--- config.mk ---
export PLATFORM = sky130hd
export DESIGN_NAME = id_stage_pipe
export DESIGN_NICKNAME = d
export VERILOG_FILES = /design/src/rtl/id_stage_pipe_pkg.sv /design/src/rtl/id_decoder.sv /design/src/rtl/id_stage_pipe.sv
export SDC_FILE = /design/constraint.sdc
export NUM_CORES = 1
export LEC_CHECK = 0
export BUFFER_PORTS_ARGS = -buffer_cell sky130_fd_sc_hd__buf_4
export CORE_UTILIZATION = 53
export DETAILED_ROUTE_END_ITERATION = 8
export PLACE_DENSITY = 0.85
export SYNTH_ARGS = -nofsm -noshare
export SYNTH_HDL_FRONTEND = slang
export SYNTH_SLANG_ARGS = --single-unit
export TNS_END_PERCENT = 100
--- constraint.sdc ---
create_clock -name clk -period 6.4 [get_ports clk]
set_input_delay 0.96 -clock clk [delete_from_list [all_inputs] [get_ports clk]]
set_output_delay 0.96 -clock clk [all_outputs]
set_load 0.02 [all_outputs]
--- src/rtl/id_stage_pipe_pkg.sv ---
// Shared widths, opcode/ALU encodings and FSM states for the ID stage of the
// 16-bit pipelined core.
package id_stage_pipe_pkg;

    localparam int WORD_LEN     = 16;
    localparam int REG_ADDR_LEN = 4;
    localparam int IMM_LEN      = 8;
    localparam int EXE_CMD_LEN  = 4;
    localparam int OPCODE_LEN   = 4;

    localparam logic [OPCODE_LEN-1:0] OP_NOP  = 4'd0;
    localparam logic [OPCODE_LEN-1:0] OP_ADD  = 4'd1;
    localparam logic [OPCODE_LEN-1:0] OP_SUB  = 4'd2;
    localparam logic [OPCODE_LEN-1:0] OP_AND  = 4'd3;
    localparam logic [OPCODE_LEN-1:0] OP_OR   = 4'd4;
    localparam logic [OPCODE_LEN-1:0] OP_XOR  = 4'd5;
    localparam logic [OPCODE_LEN-1:0] OP_SLL  = 4'd6;
    localparam logic [OPCODE_LEN-1:0] OP_SRL  = 4'd7;
    localparam logic [OPCODE_LEN-1:0] OP_ADDI = 4'd8;
    localparam logic [OPCODE_LEN-1:0] OP_LD   = 4'd9;
    localparam logic [OPCODE_LEN-1:0] OP_ST   = 4'd10;
    localparam logic [OPCODE_LEN-1:0] OP_BEZ  = 4'd11;
    localparam logic [OPCODE_LEN-1:0] OP_BNE  = 4'd12;
    localparam logic [OPCODE_LEN-1:0] OP_JMP  = 4'd13;

    // ALU commands reuse the register-register opcode values.
    localparam logic [EXE_CMD_LEN-1:0] EXE_NOP = 4'd0;
    localparam logic [EXE_CMD_LEN-1:0] EXE_ADD = 4'd1;
    localparam logic [EXE_CMD_LEN-1:0] EXE_SUB = 4'd2;
    localparam logic [EXE_CMD_LEN-1:0] EXE_AND = 4'd3;
    localparam logic [EXE_CMD_LEN-1:0] EXE_OR  = 4'd4;
    localparam logic [EXE_CMD_LEN-1:0] EXE_XOR = 4'd5;
    localparam logic [EXE_CMD_LEN-1:0] EXE_SLL = 4'd6;
    localparam logic [EXE_CMD_LEN-1:0] EXE_SRL = 4'd7;

    typedef enum logic {
        ST_RUN   = 1'b0,
        ST_STALL = 1'b1
    } state_t;

    function automatic logic is_alu_reg_op(input logic [OPCODE_LEN-1:0] op);
        return (op >= OP_ADD) && (op <= OP_SRL);
    endfunction

endpackage

--- src/rtl/id_decoder.sv ---
// Combinational opcode to control mapping for the ID stage, including the
// read-port B select (rd field for ST/BNE, rs2 field otherwise).
module id_decoder
    import id_stage_pipe_pkg::*;
(
    input  logic [OPCODE_LEN-1:0]   opcode,
    input  logic [REG_ADDR_LEN-1:0] rd_field,
    input  logic [REG_ADDR_LEN-1:0] rs2_field,
    output logic                    wb_en,
    output logic                    mem_r_en,
    output logic                    mem_w_en,
    output logic                    imm_sel,
    output logic                    use_rs1,
    output logic                    use_rs2,
    output logic                    is_bez,
    output logic                    is_bne,
    output logic                    is_jmp,
    output logic [EXE_CMD_LEN-1:0]  exe_cmd,
    output logic [REG_ADDR_LEN-1:0] src2
);

    always_comb begin
        wb_en    = 1'b0;
        mem_r_en = 1'b0;
        mem_w_en = 1'b0;
        imm_sel  = 1'b0;
        use_rs1  = 1'b0;
        use_rs2  = 1'b0;
        is_bez   = 1'b0;
        is_bne   = 1'b0;
        is_jmp   = 1'b0;
        exe_cmd  = EXE_NOP;
        src2     = rs2_field;

        if (is_alu_reg_op(opcode)) begin
            wb_en   = 1'b1;
            exe_cmd = EXE_CMD_LEN'(opcode);
            use_rs1 = 1'b1;
            use_rs2 = 1'b1;
        end else begin
            case (opcode)
                OP_ADDI: begin
                    wb_en   = 1'b1;
                    imm_sel = 1'b1;
                    exe_cmd = EXE_ADD;
                    use_rs1 = 1'b1;
                end
                OP_LD: begin
                    wb_en    = 1'b1;
                    mem_r_en = 1'b1;
                    imm_sel  = 1'b1;
                    exe_cmd  = EXE_ADD;
                    use_rs1  = 1'b1;
                end
                // Store data comes from the rd field through read port B.
                OP_ST: begin
                    mem_w_en = 1'b1;
                    imm_sel  = 1'b1;
                    exe_cmd  = EXE_ADD;
                    use_rs1  = 1'b1;
                    use_rs2  = 1'b1;
                    src2     = rd_field;
                end
                OP_BEZ: begin
                    is_bez  = 1'b1;
                    use_rs1 = 1'b1;
                end
                OP_BNE: begin
                    is_bne  = 1'b1;
                    use_rs1 = 1'b1;
                    use_rs2 = 1'b1;
                    src2    = rd_field;
                end
                OP_JMP: begin
                    is_jmp = 1'b1;
                end
                default: begin
                end
            endcase
        end
    end

endmodule

--- src/rtl/id_stage_pipe.sv ---
// Decode stage: decodes and resolves branches, inserts load-use bubbles and
// owns the ID/EX register with valid/ready handshakes on both sides.
module id_stage_pipe #(
    parameter int WORD_LEN     = 16,
    parameter int REG_ADDR_LEN = 4,
    parameter int IMM_LEN      = 8,
    parameter int EXE_CMD_LEN  = 4,
    parameter int LOAD_DELAY   = 1,
    parameter int CNT_LEN      = 16
) (
    input  logic                    clk,
    input  logic                    rst,
    input  logic                    in_valid,
    output logic                    in_ready,
    input  logic [WORD_LEN-1:0]     instruction,
    output logic [REG_ADDR_LEN-1:0] src1,
    output logic [REG_ADDR_LEN-1:0] src2,
    input  logic [WORD_LEN-1:0]     reg1,
    input  logic [WORD_LEN-1:0]     reg2,
    output logic                    br_taken,
    input  logic                    flush,
    output logic                    out_valid,
    input  logic                    out_ready,
    output logic [WORD_LEN-1:0]     out_val1,
    output logic [WORD_LEN-1:0]     out_val2,
    output logic [WORD_LEN-1:0]     out_st_val,
    output logic [REG_ADDR_LEN-1:0] out_dest,
    output logic [REG_ADDR_LEN-1:0] out_src1,
    output logic [REG_ADDR_LEN-1:0] out_src2_forw,
    output logic [EXE_CMD_LEN-1:0]  out_exe_cmd,
    output logic                    out_mem_r_en,
    output logic                    out_mem_w_en,
    output logic                    out_wb_en,
    output logic [CNT_LEN-1:0]      stall_cnt
);

    import id_stage_pipe_pkg::*;

    localparam logic [2:0] DELAY_M1 = 3'(LOAD_DELAY - 1);

    logic [OPCODE_LEN-1:0]   opcode;
    logic [REG_ADDR_LEN-1:0] rd_field;
    logic [REG_ADDR_LEN-1:0] rs2_field;
    logic [IMM_LEN-1:0]      imm_field;
    logic [WORD_LEN-1:0]     imm_ext;

    logic                    dec_wb_en;
    logic                    dec_mem_r_en;
    logic                    dec_mem_w_en;
    logic                    dec_imm_sel;
    logic                    dec_use_rs1;
    logic                    dec_use_rs2;
    logic                    dec_is_bez;
    logic                    dec_is_bne;
    logic                    dec_is_jmp;
    logic [EXE_CMD_LEN-1:0]  dec_exe_cmd;

    state_t                  state;
    state_t                  state_next;
    logic [2:0]              bubble_cnt;
    logic [2:0]              bubble_cnt_next;

    logic                    out_free;
    logic                    hazard;
    logic                    accept;
    logic                    br_cond;

    logic                    entry_valid;
    logic [WORD_LEN-1:0]     entry_val1;
    logic [WORD_LEN-1:0]     entry_val2;
    logic [WORD_LEN-1:0]     entry_st_val;
    logic [REG_ADDR_LEN-1:0] entry_dest;
    logic [REG_ADDR_LEN-1:0] entry_src1;
    logic [REG_ADDR_LEN-1:0] entry_src2_forw;
    logic [EXE_CMD_LEN-1:0]  entry_exe_cmd;
    logic                    entry_mem_r_en;
    logic                    entry_mem_w_en;
    logic                    entry_wb_en;

    assign opcode    = instruction[12 +: OPCODE_LEN];
    assign rd_field  = instruction[8 +: REG_ADDR_LEN];
    assign rs2_field = instruction[4 +: REG_ADDR_LEN];
    assign imm_field = instruction[IMM_LEN-1:0];
    assign imm_ext   = {{(WORD_LEN-IMM_LEN){imm_field[IMM_LEN-1]}}, imm_field};
    assign src1      = rd_field;

    id_decoder u_decoder (
        .opcode    (opcode),
        .rd_field  (rd_field),
        .rs2_field (rs2_field),
        .wb_en     (dec_wb_en),
        .mem_r_en  (dec_mem_r_en),
        .mem_w_en  (dec_mem_w_en),
        .imm_sel   (dec_imm_sel),
        .use_rs1   (dec_use_rs1),
        .use_rs2   (dec_use_rs2),
        .is_bez    (dec_is_bez),
        .is_bne    (dec_is_bne),
        .is_jmp    (dec_is_jmp),
        .exe_cmd   (dec_exe_cmd),
        .src2      (src2)
    );

    // A load in ID/EX whose destination feeds this instruction must wait.
    assign out_free = !out_valid || out_ready;
    assign hazard   = in_valid && out_valid && out_mem_r_en &&
                      ((dec_use_rs1 && (out_dest == src1)) ||
                       (dec_use_rs2 && (out_dest == src2)));
    assign in_ready = (state == ST_RUN) && !hazard && out_free;
    assign accept   = in_valid && in_ready;
    assign br_cond  = dec_is_jmp ||
                      (dec_is_bez && (reg1 == '0)) ||
                      (dec_is_bne && (reg1 != reg2));
    assign br_taken = accept && br_cond;

    // The hazard cycle already emits the first bubble, so STALL only
    // covers the remaining LOAD_DELAY-1 bubbles (none when LOAD_DELAY=1).
    always_comb begin
        state_next      = state;
        bubble_cnt_next = bubble_cnt;
        case (state)
            ST_RUN: begin
                if (hazard && out_free && (LOAD_DELAY > 1)) begin
                    state_next      = ST_STALL;
                    bubble_cnt_next = DELAY_M1;
                end
            end
            ST_STALL: begin
                if (out_ready) begin
                    if (bubble_cnt <= 3'd1) begin
                        state_next      = ST_RUN;
                        bubble_cnt_next = 3'd0;
                    end else begin
                        bubble_cnt_next = bubble_cnt - 3'd1;
                    end
                end
            end
            default: begin
                state_next      = ST_RUN;
                bubble_cnt_next = 3'd0;
            end
        endcase
    end

    always_ff @(posedge clk) begin
        if (rst || flush) begin
            state      <= ST_RUN;
            bubble_cnt <= 3'd0;
        end else begin
            state      <= state_next;
            bubble_cnt <= bubble_cnt_next;
        end
    end

    always_comb begin
        entry_valid     = 1'b0;
        entry_val1      = '0;
        entry_val2      = '0;
        entry_st_val    = '0;
        entry_dest      = '0;
        entry_src1      = '0;
        entry_src2_forw = '0;
        entry_exe_cmd   = '0;
        entry_mem_r_en  = 1'b0;
        entry_mem_w_en  = 1'b0;
        entry_wb_en     = 1'b0;
        if (accept) begin
            entry_valid     = 1'b1;
            entry_val1      = reg1;
            entry_val2      = dec_imm_sel ? imm_ext : reg2;
            entry_st_val    = reg2;
            entry_dest      = rd_field;
            entry_src1      = src1;
            entry_src2_forw = dec_imm_sel ? '0 : src2;
            entry_exe_cmd   = dec_exe_cmd;
            entry_mem_r_en  = dec_mem_r_en;
            entry_mem_w_en  = dec_mem_w_en;
            entry_wb_en     = dec_wb_en;
        end
    end

    always_ff @(posedge clk) begin
        if (rst || flush) begin
            out_valid     <= 1'b0;
            out_val1      <= '0;
            out_val2      <= '0;
            out_st_val    <= '0;
            out_dest      <= '0;
            out_src1      <= '0;
            out_src2_forw <= '0;
            out_exe_cmd   <= '0;
            out_mem_r_en  <= 1'b0;
            out_mem_w_en  <= 1'b0;
            out_wb_en     <= 1'b0;
        end else if (out_free) begin
            out_valid     <= entry_valid;
            out_val1      <= entry_val1;
            out_val2      <= entry_val2;
            out_st_val    <= entry_st_val;
            out_dest      <= entry_dest;
            out_src1      <= entry_src1;
            out_src2_forw <= entry_src2_forw;
            out_exe_cmd   <= entry_exe_cmd;
            out_mem_r_en  <= entry_mem_r_en;
            out_mem_w_en  <= entry_mem_w_en;
            out_wb_en     <= entry_wb_en;
        end
    end

    // Saturating count of cycles where a hazard or STALL holds in_ready low.
    always_ff @(posedge clk) begin
        if (rst) begin
            stall_cnt <= '0;
        end else if ((hazard || (state == ST_STALL)) && (stall_cnt != '1)) begin
            stall_cnt <= stall_cnt + 1'b1;
        end
    end

endmodule

==> results of run 1 <==
-- routing by layer --
metal,share of wire,vias up,track usage
met1,0.40,1877,0.360
met5,0,-,0
met2,0.49,172,0.490
met4,0.026,0,0.106
met3,0.080,25,0.0914
li1,-,1836,-
-- layout by cell type (no fill, tap or decap), drive strengths merged, types with 3 or more instances in the layout --
cell    instances
buf           149
dfxtp          84
a32o           42
nand2          33
a21oi          29
o31ai          28
xor2           21
nor2           14
nand3          13
nor4           12
nor2b          11
or4            11
clkbuf         11
inv             9
o21ai           9
mux2i           7
nor3            7
nand4           6
and3            5
nand3b          4
mux2            4
ha              3
bufinv          3
or2             3
-- power by group --
group	total, mW	switching (mW)	internal [mW]
registers	0.541	0.00730	0.533
logic	0.154	0.0888	0.0653
clock network	0.476	0.194	0.282
total	1.17	0.290	0.881
-- worst paths after layout --
| path | startpoint | end | cells past startpoint |
|---|---|---|---|
| setup reg to reg | out_src1[3] | out_exe_cmd[1] | 6 |
| hold reg to reg | out_val2[14] | out_val2[14] | 2 |
| setup / recovery | instruction[13] | br_taken | 9 |
| hold / removal | out_val2[14] | out_val2[14] | 2 |
-- stage by stage --
step                      std cells  utilization  total power, mW
final                           640        0.748             1.17
after global routing            640        0.748             1.21
after CTS                       640        0.748             1.17
after detailed placement        624        0.711            0.704
after global placement          624        0.711            0.702
after floorplan                 421            -            0.633
-- final cells by class --
cell class / instances / area share
Tap cell: 96 / 0.0230
Timing Repair Buffer: 149 / 0.214
Sequential cell: 84 / 0.322
Clock buffer: 11 / 0.0290
Inverter: 9 / 0.00647
Clock inverter: 5 / 0.0206
Multi-Input combinational cell: 286 / 0.384
-- synthesized netlist by cell type, drive strengths merged --
master / count / share of area
a2111oi: 2 / 0.0061
a21o: 1 / 0.0019
a21oi: 29 / 0.037
a221oi: 2 / 0.0061
a32o: 42 / 0.11
and2: 2 / 0.0032
and3: 5 / 0.0080
and4: 1 / 0.0022
buf: 18 / 0.032
clkbuf: 24 / 0.023
dfxtp: 84 / 0.43
ha: 3 / 0.0096
inv: 9 / 0.0086
mux2: 4 / 0.011
mux2i: 7 / 0.018
nand2: 33 / 0.032
nand2b: 2 / 0.0051
nand3: 13 / 0.017
nand3b: 4 / 0.0077
nand4: 6 / 0.0096
nor2: 14 / 0.013
nor2b: 11 / 0.018
nor3: 7 / 0.0089
nor4: 12 / 0.019
o211a: 1 / 0.0026
o211ai: 2 / 0.0038
o21ai: 9 / 0.011
o22ai: 2 / 0.0032
o311ai: 1 / 0.0022
o31a: 2 / 0.0045
o31ai: 28 / 0.054
o41ai: 2 / 0.0045
or2: 3 / 0.0048
or3: 2 / 0.0032
or4: 11 / 0.021
or4b: 1 / 0.0026
xnor2: 1 / 0.0022
xor2: 21 / 0.047
-- worst reg2reg max path, delay by kind of cell (launching register included) --
family / cells / cell delay (ns)
AOI/OAI and AO/OA: 4 / 1.76
and+or+nand+nor: 1 / 0.92
DFF: 1 / 0.48
xor gates and xnor gates: 1 / 0.26
-- cells by family (layout without fill, tap and decap cells) --
logic type | count (synthesis) | after routing | share of synthesized area
simple gates | 127 | 127 | 0.175
mux | 11 | 11 | 0.0294
compound gates | 123 | 123 | 0.244
flops | 84 | 84 | 0.429
fa+ha+maj | 3 | 3 | 0.00958
buf+inv | 51 | 174 | 0.0636
xor+xnor | 22 | 22 | 0.0492
-- sequential cells by signal (all words and copies together), names as in the netlist --
register       flops
out_valid          1
out_val1          16
out_mem_r_en       1
out_mem_w_en       1
out_exe_cmd        4
stall_cnt         16
out_src1           4
out_val2          16
out_src2_forw      4
bubble_cnt         3
out_wb_en          1
state              1
out_st_val        16
==> metrics.csv, run 1 <==
stage,metric,value,unit
run_status,status,finished clean,
die,placementRows,30,
power,leakage,2.14,nW
timing,fmax,214,MHz
timing,worst_slack,1.73,ns
final_layout,multi_input_area,2010,sq um
grt,overflow,0,
worst_setup_path,path_cells,"buf_4, nor4_1, a2111oi_0, a21oi_1, o31a_1, and3_1, buf_4, and3_1, buf_4",
worst_setup_path,worst_path_dominant_cell_family,compound AO/OA/AOI/OAI gates,
clock_network,post_cts.repair.setup_buffers,0,
worst_setup_path,crit_slowest_cell,o31a_1,
grt,grt_max_degree,61,
die,num_io_pins,147,
routing,totalWireLength,11.4,mm
die,fp.dieW,88.0,microns
yosys,synth.distinct_cells,45,
grt,first_global_vias,3596,
clock_network,root_buffer,clkbuf_8,
worst_setup_path,start_kind,input port,
worst_setup_path,cp_num_buf_inv,3,
clock_network,clock_path_buffers,2,
placement,dp_hpwl,8.10,mm
placement,post-place-ws,1.84,ns
power,powerDensity,224,nW/um^2
timing,finalSetupViolations,0,
worst_setup_path,crit_path_max_fanout,43,
yosys,ys_seq_area_frac,0.429,
final_layout,nNetsFinal,595,
die,die_h,88.0,microns
timing,period_share,0.729,
yosys,netlist_instances,421,
timing,tightest_slew,1.07,ns
grt,antenna_found_initial,0,
clock_network,cts_buffers,9,
worst_setup_path,path_common_cell,buf_4,
worst_setup_path,cp_slowest_stage_delay,0.84,ns
placement,place_area,4960,sq um
routing,first_pass_iters,6,
clock_network,cts_tree,built,
die,die_area,7740,sq um
yosys,synth_area_per_cell,9.31,sq um
die,core_region_area,6980,sq um
yosys,synth-seq-cells,84,
timing,hold_slack,0.462,ns
routing,drc,0,
routing,avgViaCountPerCell,6.11,
job,maxCapViolCount,0,
yosys,syn-cell-area,3920,sq um
routing,routedWlPerCell,17.8,microns
worst_setup_path,cp.arrival,3.71,ns
final_layout,drive_above_1_share,0.322,
final_layout,diodes,0,
routing,drtIter0Drc,297,
grt,grt_pass1_wl,17.7,mm
routing,num_vias,3910,
timing,clock_skew,0.0108,ns
final_layout,postLayoutCellArea,5220,sq um
die,initial_utilization,0.561,
min_path,hold_path.class,reg -> reg,
final_layout,area_growth,33.2,%
grt,grt_usage,0.295,
timing,finalMaxSlewViolations,0,
placement,port_buffers,146,
worst_setup_path,r2r_setup_slack,2.88,ns
power,ir_drop,0.156,mV
placement,gp_congestion,0.841,
timing,fin_crit,4.67,ns
worst_setup_path,critical_path_class,in -> out,
worst_setup_path,required,5.44,ns
clock_network,cts_hold_buffers,0,
clock_network,clock_latency,0.36,ns
worst_setup_path,end_kind,primary output,
clock_network,clock_sinks,84,
yosys,synth_nets,477,
timing,final_hold_viol_count,0,
clock_network,cts.clk_slew.worst_paths,0.08,ns
timing,fin_setup_tns,0,ns
clock_network,post_cts_resized,0,
final_layout,n_fill_cell,545,
timing,maxSlewHeadroom,0.287,
timing,rsz0062_at_grt,false,
routing,drt.antenna.violating_nets,0,
yosys,ys_warn_count,0,
final_layout,seqCellArea,1680,sq um
clock_network,cts.htree.levels,3,
Note: power is estimated with default switching activity, not from simulation.
==> run 2, diff against run 1 <==
Settings changed: ABC_AREA set to 1, CORE_UTILIZATION 53 to 52, PLACE_DENSITY 0.85 to 0.81.
Clock period 6.4 ns to 4.56 ns, I/O delays scaled along.
==> run 2 against run 1 <==
Net effect: non-clock buffer count unchanged; count of clock-buffer cells in the layout increased by 2; cell area is 13% higher; global-route usage is 2.9 points lower; total power is 27% higher; sequential power rose by 40%; largest cell class unchanged; highest routed layer unchanged.
==> metrics.csv, run 2 <==
stage,metric,value,unit
timing,finalSetupViolations,0,
placement,dp_hpwl,9.13,mm
clock_network,root_buffer,clkbuf_8,
worst_setup_path,end_kind,primary output,
run_status,status,finished clean,
yosys,synth_area_leader_cell,dfxtp_1,
clock_network,cts_tree,built,
job,maxCapViolCount,0,
routing,drtIter0Drc,231,
yosys,synth_xor_xnor_area_share,0.0545,
die,placementRows,34,
final_layout,n_fill_cell,819,
worst_setup_path,crit_path_max_fanout,16,
min_path,hold_depth,2,
final_layout,final_common_cell,nor2_1,
grt,grt_usage,0.266,
grt,first_global_vias,4285,
power,netSwitchingPower,428,uW
routing,drt.antenna.violating_nets,0,
die,initial_utilization,0.537,
yosys,async_flop_share,0,
timing,fin_setup_tns,0,ns
yosys,syn-cell-area,4660,sq um
yosys,synth_top_area_frac,0.361,
yosys,synth_area_per_cell,6.25,sq um
grt,overflow,0,
yosys,ys_seq_area_frac,0.361,
yosys,netlist_instances,745,
clock_network,cts_buffers,9,
timing,finalMaxSlewViolations,0,
clock_network,clock_path_buffers,2,
worst_setup_path,critical_path_class,in -> out,
placement,place_area,5700,sq um
yosys,synth_nets,801,
yosys,synth-compound-area-share,0.0540,
final_layout,seqCellArea,1680,sq um
placement,post-place-cells,968,
worst_setup_path,r2r_start,stall_cnt[4],
grt,grt_max_degree,69,
timing,fin_crit,2.97,ns
timing,worst_slack,1.59,ns
clock_network,post_cts.repair.setup_buffers,0,
yosys,synth_edf_count,0,
worst_setup_path,start_kind,input port,
grt,antenna_found_initial,0,
die,die_h,96.6,microns
clock_network,cts_hold_buffers,0,
power,ir_drop,0.187,mV
yosys,synth_top_family_by_area,simple AND/OR/NAND/NOR gates,
final_layout,layout_common_cells,"266 x nor2_1, 149 x buf_4, 128 x inv_1, 84 x dfxtp_1, 75 x nand2_1",
yosys,synth_flop_cell,dfxtp_1,
final_layout,stdcell_count,984,
routing,avgViaCountPerCell,4.79,
final_layout,multi_input_area,2280,sq um
timing,period_share,0.650,
final_layout,postLayoutCellArea,5880,sq um
timing,tightest_slew,0.719,ns
timing,rsz0062_at_grt,false,
yosys,synth_commonest_cells,"266 x nor2_1, 128 x inv_1, 84 x dfxtp_1, 75 x nand2_1, 34 x nand3_1",
clock_network,clock_sinks,84,
die,die_area,9340,sq um
clock_network,post_cts_resized,0,
power,swShare,0.287,
routing,routedWlPerCell,12.5,microns
power,leakage,2.67,nW
power,p_int,1.06,mW
yosys,synthMuxAreaShare,0,
power,powerDensity,254,nW/um^2
routing,drc,0,
worst_setup_path,r2r-end,stall_cnt[0],
worst_setup_path,r2r_setup_slack,1.91,ns
final_layout,nNetsFinal,927,
yosys,ys_warn_count,0,
worst_setup_path,cp.arrival,2.28,ns
min_path,hold_path.class,reg -> reg,
placement,port_buffers,146,
power,pwr-share-comb,0.170,
min_path,hold_start,out_exe_cmd[3],
routing,first_pass_iters,4,
power,pwr-share-clk,0.321,
timing,final_hold_viol_count,0,
yosys,synth_area_leaders,"dfxtp_1 36%, nor2_1 21%, inv_1 10%, nand2_1 6.0%, nand3_1 3.7%",
yosys,synthSimpleGateAreaFrac,0.372,
timing,clock_skew,0.00538,ns
die,num_io_pins,147,
final_layout,drive_above_1_share,0.210,
clock_network,cts.htree.levels,3,
worst_setup_path,rr_worst_depth,9,
clock_network,clock_latency,0.36,ns
placement,gp_congestion,0.876,
worst_setup_path,required,3.88,ns
timing,maxSlewHeadroom,0.521,
yosys,synthAdderAreaFrac,0.00806,
yosys,synth.distinct_cells,31,
yosys,synth-seq-cells,84,
routing,totalWireLength,12.3,mm
final_layout,area_growth,26.1,%
placement,post-place-ws,1.59,ns
yosys,synth_most_common_cell,nor2_1,
routing,num_vias,4717,
min_path,min_to,out_exe_cmd[3],
grt,grt_pass1_wl,20.3,mm
clock_network,cts.clk_slew.worst_paths,0.08,ns
die,fp.dieW,96.6,microns
power,pwr-share-seq,0.509,
final_layout,diodes,0,
die,core_region_area,8680,sq um
timing,fmax,337,MHz
run 2: changes by cell type in the layout (fill, tap and decap cells not counted), moves of 9 or more:
| cell | delta |
|---|---|
| xnor2_1 | +9 |
| o31ai_1 | -27 |
| inv_1 | +119 |
| or4_1 | -11 |
| nand2_1 | +42 |
| o21ai_0 | +10 |
| nand3_1 | +21 |
| a32o_1 | -42 |
| a21oi_1 | -10 |
| nor2b_1 | -11 |
| nor2_1 | +254 |
| nor2_2 | +10 |
run 2: how the worst max path moves through the flow:
stage	cells after the start	start	slack (ns)	to
after CTS	14	instruction[12]	1.59	in_ready
final	14	instruction[12]	1.59	in_ready
after floorplan	14	instruction[13]	1.58	br_taken
after global routing	16	instruction[13]	1.41	in_ready
after global placement	14	instruction[13]	1.63	in_ready
after detailed placement	15	instruction[12]	1.59	in_ready
run 2: worst max-delay path, cell delays in order:
cell and delay (ns):
buf_4 0.13, nor2_1 0.14, nand2_2 0.15, nand2_4 0.14, nand2_1 0.09, nand2_2 0.09
nand2_1 0.05, nand2_1 0.07, nand3_1 0.07, nand2_1 0.10, nand2_2 0.09, nand2_2 0.25
nor2_1 0.07, buf_4 0.16
run 2: power by group through the flow:
stage | sequential (mW) | clock (mW) | combinational (mW)
after floorplan | 0.793 | 0 | 0.135
after global placement | 0.775 | 0 | 0.250
after detailed placement | 0.776 | 0 | 0.252
after CTS | 0.759 | 0.490 | 0.254
after global routing | 0.760 | 0.519 | 0.283
final | 0.759 | 0.480 | 0.254
run 2: kinds of logic (layout without fill, tap and decap cells):
kind of cell	count (synthesis)	count (layout)
fa+ha+maj	3	3
flops	84	84
buf+inv	165	296
simple gates	418	418
xor+xnor	29	29
compound gates	46	46
run 2: final cells by class:
type / count / area share
Tap cell: 108 / 0.0230
Inverter: 131 / 0.0837
Clock buffer: 13 / 0.0253
Multi-Input combinational cell: 496 / 0.388
Timing Repair Buffer: 149 / 0.190
Clock inverter: 3 / 0.00383
Sequential cell: 84 / 0.286
run 2: through the flow:
step	utilization	power (mW)	hold slack, ns
after detailed placement	0.657	1.03	0.430
after global placement	0.657	1.02	0.429
final	0.677	1.49	0.443
after global routing	0.677	1.56	0.491
after floorplan	-	0.928	0.444
after CTS	0.677	1.50	0.444
run 2: per-layer routing:
layer | track usage | up-vias | share of wire
li1 | - | 2471 | -
met5 | 0 | - | 0
met1 | 0.343 | 2094 | 0.45
met4 | 0.0873 | 0 | 0.021
met2 | 0.443 | 127 | 0.48
met3 | 0.0556 | 25 | 0.055
